===== src/rtl/gray_port_arbiter.sv =====
// Round-robin arbiter for the shared gray-image read port, with locked bursts
// and a tag pipeline that steers each returning pixel back to its requester.
module gray_port_arbiter #(
  parameter int NREQ    = 2,
  parameter int AW      = 14,
  parameter int DW      = 8,
  parameter int MEM_LAT = 1
) (
  input  logic                 clk,
  input  logic                 reset,
  input  logic [NREQ-1:0]      req_valid,
  input  logic [NREQ*AW-1:0]   req_addr,
  input  logic [NREQ-1:0]      req_lock,
  output logic [NREQ-1:0]      req_grant,
  output logic [NREQ-1:0]      rsp_valid,
  output logic [DW-1:0]        rsp_data,
  output logic                 gray_req,
  output logic [AW-1:0]        gray_addr,
  input  logic                 gray_ready,
  input  logic [DW-1:0]        gray_data
);

  localparam int IW  = $clog2(NREQ);
  localparam int NST = MEM_LAT + 1;

  typedef enum logic {
    IDLE   = 1'b0,
    LOCKED = 1'b1
  } state_e;

  state_e          state_q, state_d;
  logic [IW-1:0]   ptr_q, ptr_d;
  logic [IW-1:0]   owner_q, owner_d;
  logic            gray_req_q, gray_req_d;
  logic [AW-1:0]   gray_addr_q, gray_addr_d;
  logic [NST-1:0]  tag_vld_q, tag_vld_d;
  logic [IW-1:0]   tag_idx_q [NST];
  logic [IW-1:0]   tag_idx_d [NST];
  logic [NREQ-1:0] rsp_valid_q, rsp_valid_d;
  logic [DW-1:0]   rsp_data_q, rsp_data_d;

  logic [AW-1:0]   addr_arr [NREQ];
  logic            grant_any;
  logic [IW-1:0]   grant_idx;
  logic            hold_lock;

  always_comb begin
    for (int i = 0; i < NREQ; i++) begin
      addr_arr[i] = req_addr[i*AW +: AW];
    end
  end

  // Scan from the highest offset down so the nearest requester after ptr wins.
  always_comb begin
    int            cand;
    logic [IW-1:0] cand_idx;
    cand      = 0;
    cand_idx  = '0;
    grant_any = 1'b0;
    grant_idx = ptr_q;
    hold_lock = (state_q == LOCKED) && req_lock[owner_q];
    if (gray_ready && reset) begin
      if (hold_lock) begin
        grant_any = req_valid[owner_q];
        grant_idx = owner_q;
      end else begin
        for (int k = NREQ; k >= 1; k--) begin
          cand = int'(ptr_q) + k;
          if (cand >= NREQ) cand = cand - NREQ;
          cand_idx = IW'(cand);
          if (req_valid[cand_idx]) begin
            grant_any = 1'b1;
            grant_idx = cand_idx;
          end
        end
      end
    end
  end

  always_comb begin
    req_grant = '0;
    if (grant_any) req_grant[grant_idx] = 1'b1;
  end

  // Lock FSM plus round-robin pointer and lock owner.
  always_comb begin
    state_d = state_q;
    ptr_d   = ptr_q;
    owner_d = owner_q;
    if (grant_any) begin
      ptr_d   = grant_idx;
      owner_d = grant_idx;
    end
    case (state_q)
      IDLE: begin
        if (grant_any && req_lock[grant_idx]) state_d = LOCKED;
      end
      LOCKED: begin
        if (gray_ready) begin
          if (grant_any) state_d = req_lock[grant_idx] ? LOCKED : IDLE;
          else if (!req_lock[owner_q]) state_d = IDLE;
        end
      end
      default: state_d = IDLE;
    endcase
  end

  always_comb begin
    gray_req_d  = grant_any;
    gray_addr_d = grant_any ? addr_arr[grant_idx] : gray_addr_q;
    tag_vld_d   = {tag_vld_q[NST-2:0], grant_any};
    tag_idx_d[0] = grant_idx;
    for (int s = 1; s < NST; s++) begin
      tag_idx_d[s] = tag_idx_q[s-1];
    end
  end

  // The last tag stage lines up with gray_data for the read it describes.
  always_comb begin
    rsp_valid_d = '0;
    rsp_data_d  = rsp_data_q;
    if (tag_vld_q[NST-1]) begin
      rsp_valid_d[tag_idx_q[NST-1]] = 1'b1;
      rsp_data_d                    = gray_data;
    end
  end

  always_ff @(posedge clk or negedge reset) begin
    if (!reset) begin
      state_q     <= IDLE;
      ptr_q       <= IW'(NREQ - 1);
      owner_q     <= '0;
      gray_req_q  <= 1'b0;
      gray_addr_q <= '0;
      tag_vld_q   <= '0;
      for (int s = 0; s < NST; s++) tag_idx_q[s] <= '0;
      rsp_valid_q <= '0;
      rsp_data_q  <= '0;
    end else begin
      if (gray_ready) begin
        state_q <= state_d;
        ptr_q   <= ptr_d;
        owner_q <= owner_d;
      end
      gray_req_q  <= gray_req_d;
      gray_addr_q <= gray_addr_d;
      tag_vld_q   <= tag_vld_d;
      for (int s = 0; s < NST; s++) tag_idx_q[s] <= tag_idx_d[s];
      rsp_valid_q <= rsp_valid_d;
      rsp_data_q  <= rsp_data_d;
    end
  end

  assign rsp_valid = rsp_valid_q;
  assign rsp_data  = rsp_data_q;
  assign gray_req  = gray_req_q;
  assign gray_addr = gray_addr_q;

endmodule


===== config.mk =====
export PLATFORM = sky130hd
export DESIGN_NAME = gray_port_arbiter
export DESIGN_NICKNAME = d
export VERILOG_FILES = /design/src/rtl/gray_port_arbiter.sv
export SDC_FILE = /design/constraint.sdc
export NUM_CORES = 1
export LEC_CHECK = 0
export CAP_MARGIN = 15
export CORE_MARGIN = 1
export CORE_UTILIZATION = 25
export CTS_BUF_LIST = sky130_fd_sc_hd__clkbuf_2
export DETAILED_ROUTE_END_ITERATION = 12
export SYNTH_ARGS = -nofsm -noshare
export SYNTH_HDL_FRONTEND = slang
export SYNTH_SLANG_ARGS = --single-unit
export TNS_END_PERCENT = 1

===== constraint.sdc =====
create_clock -name clk -period 3.9 [get_ports clk]
set_clock_uncertainty 0.2 [all_clocks]
set_input_delay 0.975 -clock clk [delete_from_list [all_inputs] [get_ports clk]]
set_output_delay 0.975 -clock clk [all_outputs]
set_load 0.02 [all_outputs]

# --- Word level (Yosys, flattened, before mapping) ---
# Index checks and enable logic that the tools add are counted.
word_totals:
  out_inout_bits: 27
  register_bits: 32
  input_bits: 43
  wordCells: 70
op_classes:
  n_lt_le_gt_ge: 10
  muxes: 38
  n_reduce_logical: 6
  addsub: 4
  n_bitwise: 2
ops:
  columns: ["operator", "n"]
  rows:
  - ["$mux 14", 3]
  - ["$mux 1", 30]
  - ["$lt 1x2->1 const B", 5]
  - ["$logic_and 1x1->1", 5]
  - ["$ge 2x2->1 const B", 2]
  - ["$mux 2", 2]
  - ["$add 1x2->3 const B", 1]
  - ["$ge 3x2->1 const B", 1]
  - ["$add 1x1->2 const B", 1]
  - ["$demux 1 s1", 2]
  - ["$ge 1x1->1 const B", 2]
  - ["$not 1->2", 1]
  - ["$pmux 1 s2", 1]
  - ["$reduce_and 2->1", 1]
  - ["$sub 1x1->1 const B", 2]
  - ["$not 1->1", 1]

# --- Logic depth before layout (Yosys ltp) ---
logic_depth:
  ltp_word: 16
  depth_mapped: 8
  ltp_nobuf: 5

# --- Worst setup path before layout ---
# No wires, ideal clock.
synth_path:
  path_type: "input to output"
  start: "in req_lock[0]"
  end: "out req_grant[1]"
  setup_slack_ns: 0.615
  path_buffers: 2
  stages: 5
  t_arrival_ns: 2.110
  required_ns: 2.725
  cell_sequence: "nor4bb_1 > or3_1 > buf_6 > clkbuf_1 > nor2_1"
synth_via:
  elab_chain_len: 10
  word_cells_on_any_way: 13
  cone_classes: "order compare (2); mux (9); reduce/logical (2)"
synth_lines:
  columns: ["item", "line_no", "source"]
  rows:
  - ["start, declared", "13", "input logic [NREQ-1:0] req_lock,"]
  - ["$mux 1 (implied by the code) * (2 in a row)", "61", "hold_lock = (state_q == LOCKED) && req_lock[owner_q];"]
  - ["$logic_and 1x1->1 *", "61", null]
  - ["$mux 1", "63", "if (hold_lock) begin"]
  - ["$mux 1", "62", "if (gray_ready && reset) begin"]
  - ["$lt 1x2->1 (implied by the code) or $ge 1x1->1 (tied branches)", "82", "if (grant_any) req_grant[grant_idx] = 1'b1;"]
  - ["$logic_and 1x1->1 (implied by the code)", "82", null]
  - ["$mux 1 (implied by the code)", "82", null]
  - ["$demux 1 s1", "82", null]
  - ["$mux 2 *", "82", null]
  - ["end, declared", "14", "output logic [NREQ-1:0] req_grant,"]
# Mark *: on every way between the ends. The rest lies on a longest branch, timed or not. The select of a mux whose other input is x is not followed.

# --- Final worst setup path ---
layout_path:
  start: "in req_valid[1]"
  end: "out req_grant[0]"
layout_via:
  elab_chain_len: 11
  word_cells_on_any_way: 20
  cone_classes: "order compare (2); mux (17); reduce/logical (1)"
layout_lines:
  columns: ["item", "line_no", "source"]
  rows:
  - ["start, declared", "11", "input logic [NREQ-1:0] req_valid,"]
  - ["$mux 1 (implied by the code) (2 in a row)", "71", "if (req_valid[cand_idx]) begin"]
  - ["$mux 1 (2 in a row)", "71", null]
  - ["$mux 1", "63", null]
  - ["$mux 1", "62", null]
  - ["$lt 1x2->1 (implied by the code) or $ge 1x1->1 (tied branches)", "82", null]
  - ["$logic_and 1x1->1 (implied by the code)", "82", null]
  - ["$mux 1 (implied by the code)", "82", null]
  - ["$demux 1 s1", "82", null]
  - ["$mux 2 *", "82", null]
# Marked as above.

==> results.toml <==
[layout]
areaGrowthSynthToFinish_pct = 53.93
drive_above_1_share_pct = 21.08
antenna_cells = 0
layout_commonest_cell = "clkdlybuf4s50_1"
fillers = 617
nNetsFinal = 265
final_util_pct = 40.54
final_cell_mix = "clkdlybuf4s50_1, nand2_1, dfrtp_1"

[clock_tree]
cts_tree = "yes"
ctsHoldBuffers = 0
clkTransAtPathRegs_ps = 170
cts.repair.resized = 3
insertion_delay_ps = 350
cts_sinks = 31
cts_buffers = 5
cts_setup_buffers = 0
htree_num_levels = 2
clockBufferDepth = 2
cts-root-buf = "clkbuf_2"

[setup_path]
cp_max_fo = 4
worst-path-stages = 5
slowest_delay_ps = 510
cp-end-kind = "output pin"
arrival_ps = 2590
path_delay_family = "simple AND/OR/NAND/NOR gates"
cp.required_ps = 2720
critical_path_class = "in -> out"
reg2reg_depth = 6
crit_chain = "clkdlybuf4s50_1, and4b_1, or3_1, nor4_4, clkbuf_2"
crit_buf_inv = 2
start_kind = "input port"
slowest_stage = "clkdlybuf4s50_1"

[sta]
period_share_pct = 96.53
clock.fmax_ghz = 0.2656
slew_viol_final = 0
setup_viol = 0
period_minus_slack_ps = 3765
timing.final.ws_setup_ps = 135.3
rsz0062_at_grt = "no"
finalHoldViolCount = 0
fin_tns_setup_ps = 0
tightest_slew_ps = 552.8
maxSlewHeadroom_pct = 62.90

[placed_design]
preCtsSetupSlack_ps = -288.8
portBuffers = 69
dpl.hpwl_mm = 2.965
gp_congestion = 0.7773

[grt]
grt_pass1_vias = 1414
grt_antenna_before_repair = 0
grt_usage_pct = 14.26
grt_pass1_wl_mm = 6.955
grt_max_degree = 34
grt_overflow_total = 0

[synthesis]
synth_area_leaders = "dfrtp_1, o2111ai_1, nand2_1"
synth_edf_count = 0
yosysTopAreaCell = "dfrtp_1"
async_reset_ff_share_pct = 100.0
synth_nets = 186
postSynthAreaPerCell_um2 = 11.03
syn-instance-count = 143
yosysUniqueCellTypes = 30
synth_area_um2 = 1578
synth_warnings = 0
yosysSeqAreaShare_pct = 49.25
synth.ff_latch_count = 31
ys.flop_type = "dfrtp_1"
netlist.area_leader.share_pct = 47.58

[die]
die_w_um = 81.44
core_um2 = 5991
start_util_pct = 26.34
std_cell_rows = 28
die_height_um = 81.44
io_pins = 70
dieArea_um2 = 6632

[power]
vdd.ir_drop.worst_mv = 0.2440
power_density_nw_per_um2 = 593.2
power_leakage_nw = 0.9817

[job]
max_cap_viol_count = 0

[status]
outcome = "finished clean"

[drt]
drt.antenna.violating_nets = 0
drc = 0
wl_per_cell_um = 14.04
drtIter0Drc = 49
wl_mm = 4.185
routed-via-count = 1410
viasPerCell = 4.732
drt-pass1-iter-count = 4

[hold_path]
holdPathStages = 0
hold_path.class = "reg -> reg"
## final cells by class
cell class	instances	area (um^2)	area share (%)
clock buffer	5	25.02	1.030
clock inverter	3	38.79	1.597
inverter	2	12.51	0.5152
multi-input combinational	99	700.7	28.85
sequential	31	777.0	31.99
tap	75	93.84	3.864
timing repair buffer	83	780.7	32.15
## Yosys cell counts (3+ instances only)
master	instances
mux2_2	9
o2111ai_1	15
o211ai_2	9
dfrtp_1	30
a21oi_1	5
buf_6	4
clkbuf_1	4
nand2_1	33
nor2_1	5
nor2b_1	3
o211ai_1	7
## worst reg2reg max path: stages, from the launching register on
cell and delay (ps):
dfrtp_1 540, nor4bb_1 320, or3_1 250, buf_4 220, clkinv_4 210, o2111ai_1 200
o211ai_2 120
## final timing paths
kind                                    from  slack (ps)            to
worst max-delay path            req_valid[1]         140  req_grant[0]
worst min-delay path            tag_idx_d[0]         190  tag_idx_q[0]
worst max register to register       state_q        1730  gray_addr[9]
worst min register to register  tag_idx_d[0]         190  tag_idx_q[0]
max in group asynchronous              reset        2730         ptr_q
min in group asynchronous              reset         440  gray_addr[2]
## state kept, by name (all words and copies together), names as in the netlist
register   flops
rsp_data       8
gray_addr     14
tag_idx_d      1
state_q        1
tag_idx_q      1
owner_q        1
tag_vld_q      2
rsp_valid      2
ptr_q          1
## stage by stage
step	area, um^2	power, mW	instances	hold slack (ps)
finish	2429	1.441	298	185.8
global route	2429	1.550	298	203.3
CTS	2437	1.463	298	194.0
detailed placement	2375	1.235	290	155.6
global placement	2375	1.230	290	155.6
floorplan	1578	0.9032	143	131.2
## cells by family after synthesis
logic type      share of synthesized area, %
compound gates                         22.68
buf+inv                                6.343
simple gates                           14.67
mux                                    7.058
flops                                  49.25
## metal layers
metal | vias up | global-route usage (%) | share of wire [%]
li1 | 688 | - | -
met1 | 671 | 18.02 | 46
met2 | 45 | 22.50 | 47
met3 | 6 | 3.889 | 5.7
met4 | 0 | 6.607 | 1.2
met5 | - | 0 | 0
## power by group
group	switching (mW)	leakage (nW)	total (mW)	internal, mW
Combinational	0.373	0.564	0.703	0.331
Sequential	0.0782	0.377	0.514	0.436
Clock	0.117	0.0404	0.223	0.106
Total	0.568	0.982	1.44	0.872
Note: power is estimated with default switching activity, not from simulation.
